**src/rtl/arith_csr_unit.sv**
```systemverilog
// -----------------------------------------------------------------------------
// arith_csr_unit
//   Register-mapped arithmetic coprocessor. The host loads operands and an
//   opcode through a small CSR bank, pulses CTRL.START, then polls
//   STATUS.BUSY/DONE or waits for irq_o. Single-step ops (ADD/SUB/AND/XOR)
//   finish one cycle after START. MUL (shift-add) and the optional DIV
//   (restoring) take DATA_W cycles.
//
//   Parameters
//     DATA_W  operand width, 2..32; results span RES_LO/RES_HI (2*DATA_W)
//     ADDR_W  CSR address width (>= 3); 2**ADDR_W registers
//
//   Ports
//     clk_i    rising-edge clock
//     rst_ni   asynchronous active-low reset
//     wr_en_i  write strobe; data_i is written to CSR addr_i at the edge
//     addr_i   CSR address for both read and write
//     data_i   32-bit write data
//     data_o   registered read data of CSR addr_i (1-cycle latency)
//     irq_o    STATUS.DONE & CTRL.IRQ_EN
//
//   CSR map
//     0 OPD1  RW    1 OPD2  RW
//     2 CTRL  RW    [0] START (write-1 pulse, reads 0), [3:1] OP, [4] IRQ_EN
//     3 STATUS RO   [0] BUSY, [1] DONE (W1C), [2] ERR (W1C)
//     4 RES_LO RO   5 RES_HI RO
//     6.. 32-bit scratch registers
//
//   Bus handshake: there is no valid/ready pair. A write is accepted on every
//   edge where wr_en_i is high. A read is always enabled, and data_o shows
//   the value addr_i selected before that edge, so a same-cycle write is not
//   visible until the following read.
//
//   Build option
//     ARITH_CSR_DIV_EN  enables OP 4 = DIV. Without it, OP 4 is rejected as
//                       illegal and no divider logic is built.
// -----------------------------------------------------------------------------
module arith_csr_unit #(
  parameter int DATA_W = 8,
  parameter int ADDR_W = 4
) (
  input  logic              clk_i,
  input  logic              rst_ni,
  input  logic              wr_en_i,
  input  logic [ADDR_W-1:0] addr_i,
  input  logic [31:0]       data_i,
  output logic [31:0]       data_o,
  output logic              irq_o
);

  localparam int NREG  = 2 ** ADDR_W;
  localparam int CNT_W = (DATA_W > 1) ? $clog2(DATA_W) : 1;

  localparam logic [ADDR_W-1:0] A_OPD1   = ADDR_W'(0);
  localparam logic [ADDR_W-1:0] A_OPD2   = ADDR_W'(1);
  localparam logic [ADDR_W-1:0] A_CTRL   = ADDR_W'(2);
  localparam logic [ADDR_W-1:0] A_STATUS = ADDR_W'(3);
  localparam logic [ADDR_W-1:0] A_RES_LO = ADDR_W'(4);
  localparam logic [ADDR_W-1:0] A_RES_HI = ADDR_W'(5);
  localparam logic [ADDR_W-1:0] A_SCR0   = ADDR_W'(6);

  localparam logic [2:0] OP_ADD = 3'd0;
  localparam logic [2:0] OP_SUB = 3'd1;
  localparam logic [2:0] OP_AND = 3'd2;
  localparam logic [2:0] OP_XOR = 3'd3;
`ifdef ARITH_CSR_DIV_EN
  localparam logic [2:0] OP_DIV = 3'd4;
`endif
  localparam logic [2:0] OP_MUL = 3'd6;

  typedef enum logic {S_IDLE, S_RUN} state_t;

  state_t            state;
  logic [DATA_W-1:0] opd1, opd2;
  logic [2:0]        ctrl_op;
  logic              ctrl_irq_en;
  logic              done, err;
  logic [DATA_W-1:0] res_lo, res_hi;
  logic [31:0]       scratch [NREG];

  // Working copies used by the in-flight op. w_lo starts as OPD1 and w_a
  // holds OPD2. For MUL/DIV, {w_hi, w_lo} is the shifting accumulator.
  logic [2:0]        w_op;
  logic [DATA_W-1:0] w_a, w_hi, w_lo;
  logic [CNT_W-1:0]  cnt;

  function automatic logic op_legal(input logic [2:0] op);
    case (op)
      OP_ADD, OP_SUB, OP_AND, OP_XOR, OP_MUL: op_legal = 1'b1;
`ifdef ARITH_CSR_DIV_EN
      OP_DIV:                                 op_legal = 1'b1;
`endif
      default:                                op_legal = 1'b0;
    endcase
  endfunction

  function automatic logic op_multi(input logic [2:0] op);
`ifdef ARITH_CSR_DIV_EN
    op_multi = (op == OP_MUL) || (op == OP_DIV);
`else
    op_multi = (op == OP_MUL);
`endif
  endfunction

  // ---------------------------------------------------------------- decode
  logic busy, start_req, start_ok, start_err, last_step;
  logic done_clr, err_clr, div_zero;

  assign busy      = (state == S_RUN);
  assign start_req = wr_en_i && (addr_i == A_CTRL) && data_i[0];
  assign start_ok  = start_req && !busy && op_legal(data_i[3:1]);
  assign start_err = start_req && !start_ok;
  assign last_step = busy && (cnt == '0);
  assign done_clr  = wr_en_i && (addr_i == A_STATUS) && data_i[1];
  assign err_clr   = wr_en_i && (addr_i == A_STATUS) && data_i[2];

  // ------------------------------------------------------ datapath step
  logic [DATA_W:0]   add_full;
  logic [DATA_W:0]   mul_sum;
  logic [DATA_W-1:0] step_hi, step_lo;
  logic [DATA_W-1:0] fin_lo, fin_hi;
`ifdef ARITH_CSR_DIV_EN
  logic [DATA_W:0]   rem_sh;
  logic              div_ge;
`endif

  always_comb begin
    add_full = {1'b0, w_lo} + {1'b0, w_a};
    // Shift-add multiply: conditionally add the multiplicand into the high
    // half, then shift the whole {carry, hi, lo} right by one.
    mul_sum  = {1'b0, w_hi} + (w_lo[0] ? {1'b0, w_a} : '0);
    step_hi  = mul_sum[DATA_W:1];
    step_lo  = {mul_sum[0], w_lo[DATA_W-1:1]};
    div_zero = 1'b0;
`ifdef ARITH_CSR_DIV_EN
    // Restoring divide: shift the next dividend bit into the remainder and
    // subtract the divisor when it fits. A zero divisor always fits, which
    // yields quotient all ones and remainder OPD1 without special casing.
    rem_sh = {w_hi, w_lo[DATA_W-1]};
    div_ge = (rem_sh >= {1'b0, w_a});
    if (w_op == OP_DIV) begin
      step_hi  = div_ge ? DATA_W'(rem_sh - {1'b0, w_a}) : rem_sh[DATA_W-1:0];
      step_lo  = {w_lo[DATA_W-2:0], div_ge};
      div_zero = (w_a == '0);
    end
`endif
    fin_lo = '0;
    fin_hi = '0;
    case (w_op)
      OP_ADD: begin
        fin_lo = add_full[DATA_W-1:0];
        fin_hi = DATA_W'(add_full[DATA_W]);
      end
      OP_SUB: begin
        fin_lo = w_lo - w_a;
        fin_hi = DATA_W'(w_lo < w_a);
      end
      OP_AND: fin_lo = w_lo & w_a;
      OP_XOR: fin_lo = w_lo ^ w_a;
`ifdef ARITH_CSR_DIV_EN
      OP_DIV: begin
        fin_lo = step_lo;
        fin_hi = step_hi;
      end
`endif
      OP_MUL: begin
        fin_lo = step_lo;
        fin_hi = step_hi;
      end
      default: begin
        fin_lo = '0;
        fin_hi = '0;
      end
    endcase
  end

  // ------------------------------------------------------------ read mux
  logic [31:0] rd_val;

  always_comb begin
    rd_val = '0;
    case (addr_i)
      A_OPD1:   rd_val = 32'(opd1);
      A_OPD2:   rd_val = 32'(opd2);
      A_CTRL:   rd_val = {27'd0, ctrl_irq_en, ctrl_op, 1'b0};
      A_STATUS: rd_val = {29'd0, err, done, busy};
      A_RES_LO: rd_val = 32'(res_lo);
      A_RES_HI: rd_val = 32'(res_hi);
      default:  if (addr_i >= A_SCR0) rd_val = scratch[addr_i];
    endcase
  end

  assign irq_o = done & ctrl_irq_en;

  // ------------------------------------------------- state and registers
  always_ff @(posedge clk_i or negedge rst_ni) begin
    if (!rst_ni) begin
      state       <= S_IDLE;
      opd1        <= '0;
      opd2        <= '0;
      ctrl_op     <= '0;
      ctrl_irq_en <= 1'b0;
      done        <= 1'b0;
      err         <= 1'b0;
      res_lo      <= '0;
      res_hi      <= '0;
      w_op        <= '0;
      w_a         <= '0;
      w_hi        <= '0;
      w_lo        <= '0;
      cnt         <= '0;
      data_o      <= '0;
      for (int i = 0; i < NREG; i++) scratch[i] <= '0;
    end else begin
      data_o <= rd_val;

      if (wr_en_i) begin
        case (addr_i)
          A_OPD1: opd1 <= data_i[DATA_W-1:0];
          A_OPD2: opd2 <= data_i[DATA_W-1:0];
          A_CTRL: begin
            ctrl_op     <= data_i[3:1];
            ctrl_irq_en <= data_i[4];
          end
          default: if (addr_i >= A_SCR0) scratch[addr_i] <= data_i;
        endcase
      end

      case (state)
        S_IDLE: begin
          if (start_ok) begin
            state <= S_RUN;
            w_op  <= data_i[3:1];
            w_a   <= opd2;
            w_lo  <= opd1;
            w_hi  <= '0;
            cnt   <= op_multi(data_i[3:1]) ? CNT_W'(DATA_W - 1) : '0;
          end
        end
        S_RUN: begin
          w_hi <= step_hi;
          w_lo <= step_lo;
          if (cnt == '0) begin
            res_lo <= fin_lo;
            res_hi <= fin_hi;
            state  <= S_IDLE;
          end else begin
            cnt <= cnt - 1'b1;
          end
        end
        default: state <= S_IDLE;
      endcase

      // A completing op sets DONE even if software clears it on the same edge.
      if (last_step)                done <= 1'b1;
      else if (done_clr || start_ok) done <= 1'b0;

      if (start_err || (last_step && div_zero)) err <= 1'b1;
      else if (err_clr)                         err <= 1'b0;
    end
  end

endmodule

```
**config.mk**
```make
export PLATFORM = sky130hd
export DESIGN_NAME = arith_csr_unit
export DESIGN_NICKNAME = d
export VERILOG_FILES = /design/src/rtl/arith_csr_unit.sv
export SDC_FILE = /design/constraint.sdc
export NUM_CORES = 1
export LEC_CHECK = 0
export CAP_MARGIN = 20
export CELL_PAD_IN_SITES_DETAIL_PLACEMENT = 1
export CELL_PAD_IN_SITES_GLOBAL_PLACEMENT = 1
export CORE_UTILIZATION = 47
export CTS_CLUSTER_DIAMETER = 60
export DETAILED_ROUTE_END_ITERATION = 8
export PLACE_DENSITY_LB_ADDON = 0.1
export SLEW_MARGIN = 10
export SYNTH_ARGS = -nofsm -noshare
export SYNTH_HDL_FRONTEND = slang
export SYNTH_SLANG_ARGS = --single-unit
```
**constraint.sdc**
```tcl
create_clock -name clk_i -period 3.3 [get_ports clk_i]
set_clock_uncertainty 0.05 [all_clocks]
set_input_delay 0.66 -clock clk_i [delete_from_list [all_inputs] [get_ports clk_i]]
set_output_delay 0.66 -clock clk_i [all_outputs]
set_load 0.01 [all_outputs]
```
== After elaboration in Yosys (flattened, before gate mapping) ==
Index checks and enable logic that the tools add are counted.

* Bits in registers: 613
* Logic and storage cells: 115

* Equal/unequal tests: 15
* Muxes and demuxes: 27
* Bitwise operators: 6
* Add/subtract/negate cells: 4
* Reductions and logical operators: 28
* Magnitude comparators: 4

{| class="wikitable"
|+ Operator list
! cell !! count
|-
| $bwmux 512 || 1
|-
| $pmux 32 s6 || 1
|-
| $bmux 32 s4 || 1
|-
| $demux 32 s4 || 1
|-
| $mux 32 || 4
|-
| $pmux 8 s5 || 1
|-
| $pmux 8 s2 || 2
|-
| $mux 8 || 3
|-
| $pmux 8 s3 || 1
|-
| $add 8x8->9 || 2
|-
| $eq 3x2->1 const B || 4
|-
| $reduce_and 2->1 || 6
|-
| $logic_and 1x1->1 || 10
|-
| $logic_not 3->1 || 3
|-
| $mux 3 || 3
|-
| $and 8x8->8 || 1
|-
| $eq 4x2->1 const B || 2
|-
| $eq 4x3->1 const B || 2
|-
| $lt 8x8->1 || 1
|-
| $sub 8x8->8 || 1
|-
| $xor 8x8->8 || 1
|-
| $mux 1 || 7
|-
| $eq 3x1->1 const B || 2
|-
| $eq 3x3->1 const B || 2
|-
| other kinds (18) || 22
|}

== Logic depth before layout (Yosys ltp) ==
Gate-level depths: netlist of run 1.

* Depth in word-level cells: 8
* Depth in mapped cells: 10
* Mapped depth without buffers: 10

== Least setup slack after synthesis of run 1 ==
OpenSTA, ideal clock, no wires.

* Kind: input -> register
* Start point: input port addr_i[1]
* End point: register data_o[17]
* Stages on the path: 7
* Setup time: 0.134 ns
* Data required time: 3.116 ns
* Data arrival time: 2.097 ns
* Slack: 1.020 ns
* Cell sequence: buf_2 buf_2 buf_1 mux4_2 mux2_2 nand2_1 o21ai_0

* Longest elaborated chain between the ends: 6
* Elaborated cells between the ends (all ways): 13
* Those cells by class: order compare: 1; eq/ne: 5; mux: 5; bitwise: 1; reduce/logical: 1

{| class="wikitable"
|+ RTL lines
! item !! line !! RTL
|-
| from (decl) || 45 || <nowiki>input logic [ADDR_W-1:0] addr_i,</nowiki>
|-
| $not 4->5 (implied by the code) || 189 || <nowiki>default: if (addr_i >= A_SCR0) rd_val = scratch[addr_i];</nowiki>
|-
| $bmux 32 s4 || 189 ||
|-
| $mux 32 (implied by the code) (2 in series) || 189 ||
|-
| $mux 32 || 189 ||
|-
| $pmux 32 s6 * || 182 || <nowiki>case (addr_i)</nowiki>
|-
| via rd_val[17] || 178 || <nowiki>logic [31:0] rd_val;</nowiki>
|-
| to (signal assigned) || 215 || <nowiki>data_o <= rd_val;</nowiki>
|-
| to (decl) || 47 || <nowiki>output logic [31:0] data_o,</nowiki>
|}

Mark *: on every way through the listed nets, which the timed path passes. The rest lies on a longest branch. The select of a mux whose other input is x is not followed.
A chain may end at the register's enable or synchronous reset.

== Worst setup path in the final report of run 1 ==
* Start point: register w_lo[0]
* End point: register w_hi[5]

* Longest elaborated chain between the ends: 3

{| class="wikitable"
|+ RTL lines
! item !! line !! RTL
|-
| from (decl) || 84 || <nowiki>logic [DATA_W-1:0] w_a, w_hi, w_lo;</nowiki>
|-
| from (signal assigned) || 235 || <nowiki>w_lo <= opd1;</nowiki>
|-
| from (signal assigned) || 242 || <nowiki>w_lo <= step_lo;</nowiki>
|-
| $mux 8 || 131 || <nowiki>mul_sum = {1'b0, w_hi} + (w_lo[0] ? {1'b0, w_a} : '0);</nowiki>
|-
| $add 8x8->9 || 131 ||
|-
| $pmux 8 s2 || 229 || <nowiki>case (state)</nowiki>
|-
| to (signal assigned) || 241 || <nowiki>w_hi <= step_hi;</nowiki>
|-
| to (decl) || 84 ||
|}

No other way between the ends.

==> results of run 1 <==
-- synthesized netlist by cell type (4+ instances only) --
cell type / count / share of area
a31oi_1: 8 / 0.0025
clkbuf_1: 32 / 0.0061
o22ai_1: 7 / 0.0022
a22o_1: 5 / 0.0022
buf_6: 5 / 0.0028
buf_1: 7 / 0.0013
mux2i_1: 52 / 0.026
dfrtp_1: 421 / 0.53
nor3_1: 8 / 0.0020
o21a_1: 4 / 0.0015
nand2b_1: 13 / 0.0041
mux2_2: 366 / 0.21
buf_4: 12 / 0.0045
a211oi_1: 12 / 0.0045
a221oi_1: 5 / 0.0022
and3_1: 5 / 0.0016
o21ai_0: 65 / 0.016
inv_1: 29 / 0.0055
ha_1: 26 / 0.016
nand2_1: 85 / 0.016
nor2_1: 44 / 0.0083
a21oi_1: 34 / 0.0086
nand3_1: 12 / 0.0030
buf_2: 45 / 0.011
mux2_1: 5 / 0.0028
nor2b_1: 4 / 0.0013
mux4_2: 68 / 0.077
a22oi_1: 5 / 0.0019
xnor2_1: 7 / 0.0031
-- where the power goes --
part           switching (mW)  leakage, nW  internal (mW)
sequential              0.786         5.20           6.43
clock                    2.23        0.841           3.48
combinational            1.82         3.87           2.10
-- cells by family after synthesis --
group | Yosys count
mux | 491
flops | 421
simple gates | 194
compound gates | 169
buf+inv | 130
fa+ha+maj | 29
xor+xnor | 10
-- worst max-delay path, cell delays in order, from the launching register on --
cell and delay [ns]:
dfrtp_1 0.45, ha_1 0.26, ha_1 0.20, inv_1 0.07, fa_1 0.42, nand2b_1 0.16, a21boi_0 0.35, o21a_1 0.21
o31a_1 0.17, nor3_1 0.06, a31o_2 0.22
-- layout make-up --
| class | instances | area share |
|---|---|---|
| flip-flops and latches | 421 | 0.459 |
| multi-input cells | 893 | 0.379 |
| clock buffers | 70 | 0.0639 |
| repair buffers | 119 | 0.0541 |
| well taps | 532 | 0.0290 |
| clock inverters | 18 | 0.0104 |
| inverters | 29 | 0.00474 |
-- metal layers --
| metal | share of wire | vias to the layer above | GRT usage |
|---|---|---|---|
| met2 | 0.49 | 195 | 0.403 |
| met5 | 0.00026 | - | 0 |
| met4 | 0.019 | 2 | 0.0656 |
| met1 | 0.45 | 6492 | 0.337 |
| met3 | 0.036 | 60 | 0.0322 |
| li1 | - | 5389 | - |
-- flip-flops by register name, summed over array words and instances, names as in the netlist --
signal	count
w_hi	8
scratch	320
res_hi	8
opd1	8
ctrl_op	3
done	1
busy	1
ctrl_irq_en	1
w_op	3
w_lo	8
w_a	8
err	1
res_lo	8
cnt	3
data_o	32
opd2	8
-- path summary, 6_finish.rpt --
kind	startpoint	to	slack, ns	cells past startpoint
worst max-delay path	w_lo[0]	w_hi[5]	0.58	10
worst min-delay path	res_lo[2]	res_lo[2]	0.43	2
worst max register to register	w_lo[0]	w_hi[5]	0.58	10
worst min register to register	res_lo[2]	res_lo[2]	0.43	2
max in group asynchronous	rst_ni	data_o[26]	1.62	3
min in group asynchronous	rst_ni	res_lo[7]	0.57	2
-- through the flow --
step	area (sq um)	hold WS, ns	worst slack (ns)	util
6_report	23000	0.435	0.578	0.557
5_1_grt	23000	0.464	0.461	0.557
4_1_cts	23000	0.436	0.600	0.557
3_5_place_dp	21200	0.422	0.519	0.516
3_3_place_gp	21200	0.419	0.558	0.516
2_1_floorplan	19800	0.314	1.02	-
==> impl_metrics.py, run 1 <==
metrics = {
    "clocking": {
        "postCtsSetupRepairBufs": 0,
        "cts_buffer_depth": 3,
        "cts_resized": 0,
        "cts_hold_buf": 1,
        "htree_levels": 2,
        "cts_tree": "done",
        "cts.sinks": 421,
        "clkTransAtPathRegs_ns": 0.06,
        "root_buffer": "clkbuf_16",
        "cts_made_buffers": 49,
        "clock_latency_ns": 0.58,
    },
    "route": {
        "drc": 0,
        "via_per_inst": 5.83,
        "detail_route.wl_per_cell_microns": 24.1,
        "routed_wl_microns": 50300,
        "drt_iter0_markers": 598,
        "vias": 12138,
        "drtPass1Iterations": 4,
        "antenna_left": 0,
    },
    "final_layout": {
        "multi_input_area_sq_um": 8710,
        "drive_above_1_share": 0.377,
        "finalNonFillerCells": 2082,
        "final_nets": 1581,
        "final_common_cell": "dfrtp_1",
        "area_growth_pct": 15.9,
        "n_antenna_cell": 0,
        "fillers": 3977,
        "layout_common_cells": "dfrtp_1 (421), mux2_2 (366), nand2_1 (85)",
        "seq_area_sq_um": 10500,
    },
    "pwr": {
        "irDropWorstVdd_v": 0.000409,
        "power.total_mw": 16.8,
        "powerDensity_nw_per_um2": 734,
        "p_leak_nw": 9.91,
    },
    "critical_path": {
        "crit_fanout": 4,
        "crit_path_end_kind": "register",
        "critPathArrivalTime_ns": 3.15,
        "cp-start-kind": "register",
        "worstSetupPathType": "reg2reg",
        "cp.required_ns": 3.73,
    },
    "floorplanning": {
        "coreArea_sq_um": 41200,
        "die_area_sq_um": 43000,
        "start_util": 0.481,
        "die_h_microns": 207,
        "die_w_microns": 207,
        "ios": 72,
        "rows": 74,
    },
    "synth": {
        "ys_seq_area_frac": 0.532,
        "syn_nets": 1512,
        "synth_mux_area_frac": 0.314,
        "syn_area_sq_um": 19800,
        "synth_top_family_by_area": "multiplexers",
        "netlist_instances": 1444,
        "ys_warn_count": 0,
        "yosys.area_share.xor_xnor": 0.00442,
        "synth-compound-area-share": 0.0522,
        "synth-edff-count": 0,
        "synthAdderAreaFrac": 0.0195,
        "synth-simple-area-share": 0.0460,
        "avgSynthCellArea_sq_um": 13.7,
        "synth.distinct_cells": 61,
        "synth_seq_cells": 421,
        "synthArstFlopShare": 1.00,
        "synth_ff_type": "dfrtp_1",
    },
    "global_route": {
        "grt_max_degree": 108,
        "gr-total-overflow": 0,
        "grt_pass1_wl_microns": 81000,
        "antenna_found_initial": 1,
        "grt.total_usage": 0.243,
        "grt_pass1_vias": 13430,
    },
    "timing": {
        "finalSetupViolCount": 0,
        "fin_tns_setup_ns": 0,
        "hold_viol_final": 0,
        "rsz0062_at_grt": "false",
        "worstMarginPinSlew_ns": 0.982,
        "drv_slew": 0,
        "min_period_over_period": 0.825,
        "final.min_clock_period_ns": 2.72,
        "fmax_mhz": 367,
        "max_slew_margin": 0.345,
    },
    "placed_design": {
        "dpl.cell_count": 1993,
        "post-dp-hpwl_microns": 30600,
        "portBuffers": 71,
        "gp_congestion": 0.837,
    },
    "outcome": {
        "outcome": "finished, final reports clean",
    },
    "hold_path": {
        "hp-class": "reg2reg",
    },
    "flow_run": {
        "drv_cap": 0,
    },
}
No activity file was read; power rests on OpenSTA's default activity.
==> inputs of run 2 (changes only) <==
--- a/config.mk
+++ b/config.mk
@@ -8,7 +8,7 @@
 export CAP_MARGIN = 20
 export CELL_PAD_IN_SITES_DETAIL_PLACEMENT = 1
 export CELL_PAD_IN_SITES_GLOBAL_PLACEMENT = 1
-export CORE_UTILIZATION = 47
+export CORE_UTILIZATION = 45
 export CTS_CLUSTER_DIAMETER = 60
 export DETAILED_ROUTE_END_ITERATION = 8
 export PLACE_DENSITY_LB_ADDON = 0.1
==> constraint.sdc (replaced) <==
create_clock -name clk_i -period 2.4 [get_ports clk_i]
set_clock_uncertainty 0.05 [all_clocks]
set_input_delay 0.48 -clock clk_i [delete_from_list [all_inputs] [get_ports clk_i]]
set_output_delay 0.48 -clock clk_i [all_outputs]
set_load 0.01 [all_outputs]
==> run 2 against run 1 <==
Against the previous run:
- register-to-register slack worse by 0.55 ns
- critical endpoint is now res_lo[6]
- hold slack worse by 0.044 ns
- non-clock buffer count is 75 higher
- highest routed layer unchanged
- largest cell class unchanged
==> impl_metrics.py, run 2 (synthesis gave the netlist of run 1 again) <==
metrics = {
    "pwr": {
        "pwr-share-clk": 0.330,
        "switching_share": 0.287,
        "pwr-share-seq": 0.420,
        "irDropWorstVdd_v": 0.000627,
        "intPower_mw": 16.8,
        "powerDensity_nw_per_um2": 986,
        "p_leak_nw": 10.3,
        "p_switching_mw": 6.73,
        "power.total_mw": 23.5,
        "pwr-share-comb": 0.250,
    },
    "global_route": {
        "grt.total_usage": 0.240,
        "gr-total-overflow": 0,
        "antenna_found_initial": 1,
        "grt_pass1_vias": 13769,
        "grt_max_degree": 53,
        "grt_pass1_wl_microns": 82100,
    },
    "hold_path": {
        "hp-class": "in2async",
    },
    "timing": {
        "fmax_mhz": 421,
        "fin_tns_setup_ns": 0,
        "finalHoldWorstSlack_ns": 0.390,
        "drv_slew": 0,
        "setup_slack_ns": 0.0269,
        "worstMarginPinSlew_ns": 0.563,
        "finalSetupViolCount": 0,
        "max_slew_margin": 0.623,
        "final.min_clock_period_ns": 2.37,
        "hold_viol_final": 0,
        "min_period_over_period": 0.989,
    },
    "critical_path": {
        "worstSetupPathType": "reg2reg",
        "reg2reg_slack_ns": 0.03,
        "r2r.worst_path.cells": 10,
        "r2r-end": "res_lo[6]",
        "crit_slowest_cell": "dfrtp_1",
        "rr_startpoint": "w_lo[0]",
        "crit_path_end_kind": "register",
        "crit_fanout": 3,
        "cp.required_ns": 2.83,
        "cp-start-kind": "register",
        "worstPathCellList": "ha_4 -> buf_4 -> inv_1 -> fa_1 -> o21bai_1 -> a21oi_2 -> nor2_1 -> o211ai_1 -> xnor2_1 -> o311ai_2",
        "critPathArrivalTime_ns": 2.80,
        "max_stage_delay_ns": 0.41,
    },
    "floorplanning": {
        "die_w_microns": 212,
        "start_util": 0.458,
        "rows": 76,
        "coreArea_sq_um": 43300,
        "ios": 72,
        "die_h_microns": 212,
        "die_area_sq_um": 44900,
    },
    "clocking": {
        "cts_made_buffers": 48,
        "htree_levels": 2,
        "clkTransAtPathRegs_ns": 0.06,
        "cts_tree": "done",
        "cts_buffer_depth": 3,
        "clock_latency_ns": 0.59,
        "root_buffer": "clkbuf_16",
        "cts.sinks": 421,
    },
    "final_layout": {
        "regMostFlops": "scratch",
        "n_antenna_cell": 0,
        "finalNonFillerCells": 2209,
        "final_area_sq_um": 23800,
        "fin_util": 0.550,
        "area_growth_pct": 20.2,
        "layout_common_cells": "dfrtp_1 (421), mux2_2 (366), buf_4 (94)",
        "final_common_cell": "dfrtp_1",
        "largest_reg_flops": 320,
        "final_nets": 1655,
        "drive_above_1_share": 0.410,
        "top_regs": "scratch: 320 flops, data_o: 32 flops",
    },
    "route": {
        "via_per_inst": 5.60,
        "drt_iter0_markers": 527,
        "drtPass1Iterations": 4,
        "routed_wl_microns": 51000,
        "antenna_left": 0,
        "drc": 0,
        "detail_route.wl_per_cell_microns": 23.1,
        "vias": 12369,
    },
    "placed_design": {
        "post-dp-hpwl_microns": 33500,
        "gp_congestion": 0.826,
        "pre_cts_ws_ns": 0.00667,
        "dpl.cell_count": 2119,
        "postPlaceCellArea_sq_um": 22100,
        "portBuffers": 71,
    },
    "outcome": {
        "outcome": "finished, final reports clean",
    },
    "flow_run": {
        "drv_cap": 0,
    },
}
run 2: cell count changes in the layout (fill, tap and decap cells not counted), moves of 2 or more:
cell,before,now
buf_4,34,94
buf_12,14,29
clkbuf_16,51,48
ha_1,26,24
inv_6,3,1
run 2: worst max-delay path, delay by kind of cell, from the launching register on:
family / cells / cell delay (ns)
AOI/OAI and AO/OA: 4 / 0.74
xor gates and xnor gates: 1 / 0.16
adders and majority gates: 2 / 0.56
buffers and inverters: 2 / 0.15
DFF: 1 / 0.41
and+or+nand+nor: 1 / 0.20
run 2: worst max path at each step:
stage	end	cells past startpoint	start	slack, ns
final	res_lo[6]	10	w_lo[0]	0.03
after global placement	data_o[17]	6	addr_i[0]	-0.01
after detailed placement	data_o[17]	6	addr_i[0]	0.007
after global routing	res_lo[6]	10	w_lo[0]	-0.08
after floorplan	w_hi[5]	10	w_lo[0]	0.12
after CTS	w_hi[5]	10	w_lo[0]	0.03
run 2: layer usage:
metal	GRT usage	up-vias	part of all wire
li1	-	5537	-
met1	0.342	6578	0.46
met2	0.390	189	0.48
met3	0.0346	63	0.034
met4	0.0507	2	0.017
met5	0	-	0.00025
run 2: area by class of cell:
cell class / count / area, sq um
Inverter: 29 / 109
Tap cell: 585 / 732
Clock inverter: 18 / 283
Clock buffer: 69 / 1410
Multi-Input combinational cell: 893 / 8750
Sequential cell: 421 / 10500
Timing Repair Buffer: 194 / 1990
Fill cell: 4205 / 19500
run 2: what timing repair did:
item / CTS / global route
setup buffers: 0 / 2
endpoints found under the hold margin: 36 / 0
endpoints found under the setup margin: 3 / 7
hold buffers: 1 / 0
resized for setup: 2 / 9
pin swaps: 0 / 6
run 2: power by group through the flow:
stage | logic, mW | clock network (mW) | registers [mW]
after global routing | 6.45 | 8.21 | 10.1
after CTS | 5.87 | 7.95 | 9.85
after floorplan | 3.92 | 0 | 9.62
final | 5.88 | 7.74 | 9.86
after global placement | 5.66 | 0 | 9.85
after detailed placement | 5.82 | 0 | 9.96
==> inputs of run 3 (changes only) <==
--- a/config.mk
+++ b/config.mk
@@ -12,7 +12,7 @@
 export CTS_CLUSTER_DIAMETER = 60
 export DETAILED_ROUTE_END_ITERATION = 8
 export PLACE_DENSITY_LB_ADDON = 0.1
-export SLEW_MARGIN = 10
+export SLEW_MARGIN = 15
 export SYNTH_ARGS = -nofsm -noshare
 export SYNTH_HDL_FRONTEND = slang
 export SYNTH_SLANG_ARGS = --single-unit
==> results of run 3 <==
The final DEF is identical to that of run 2; final timing and power are the same.
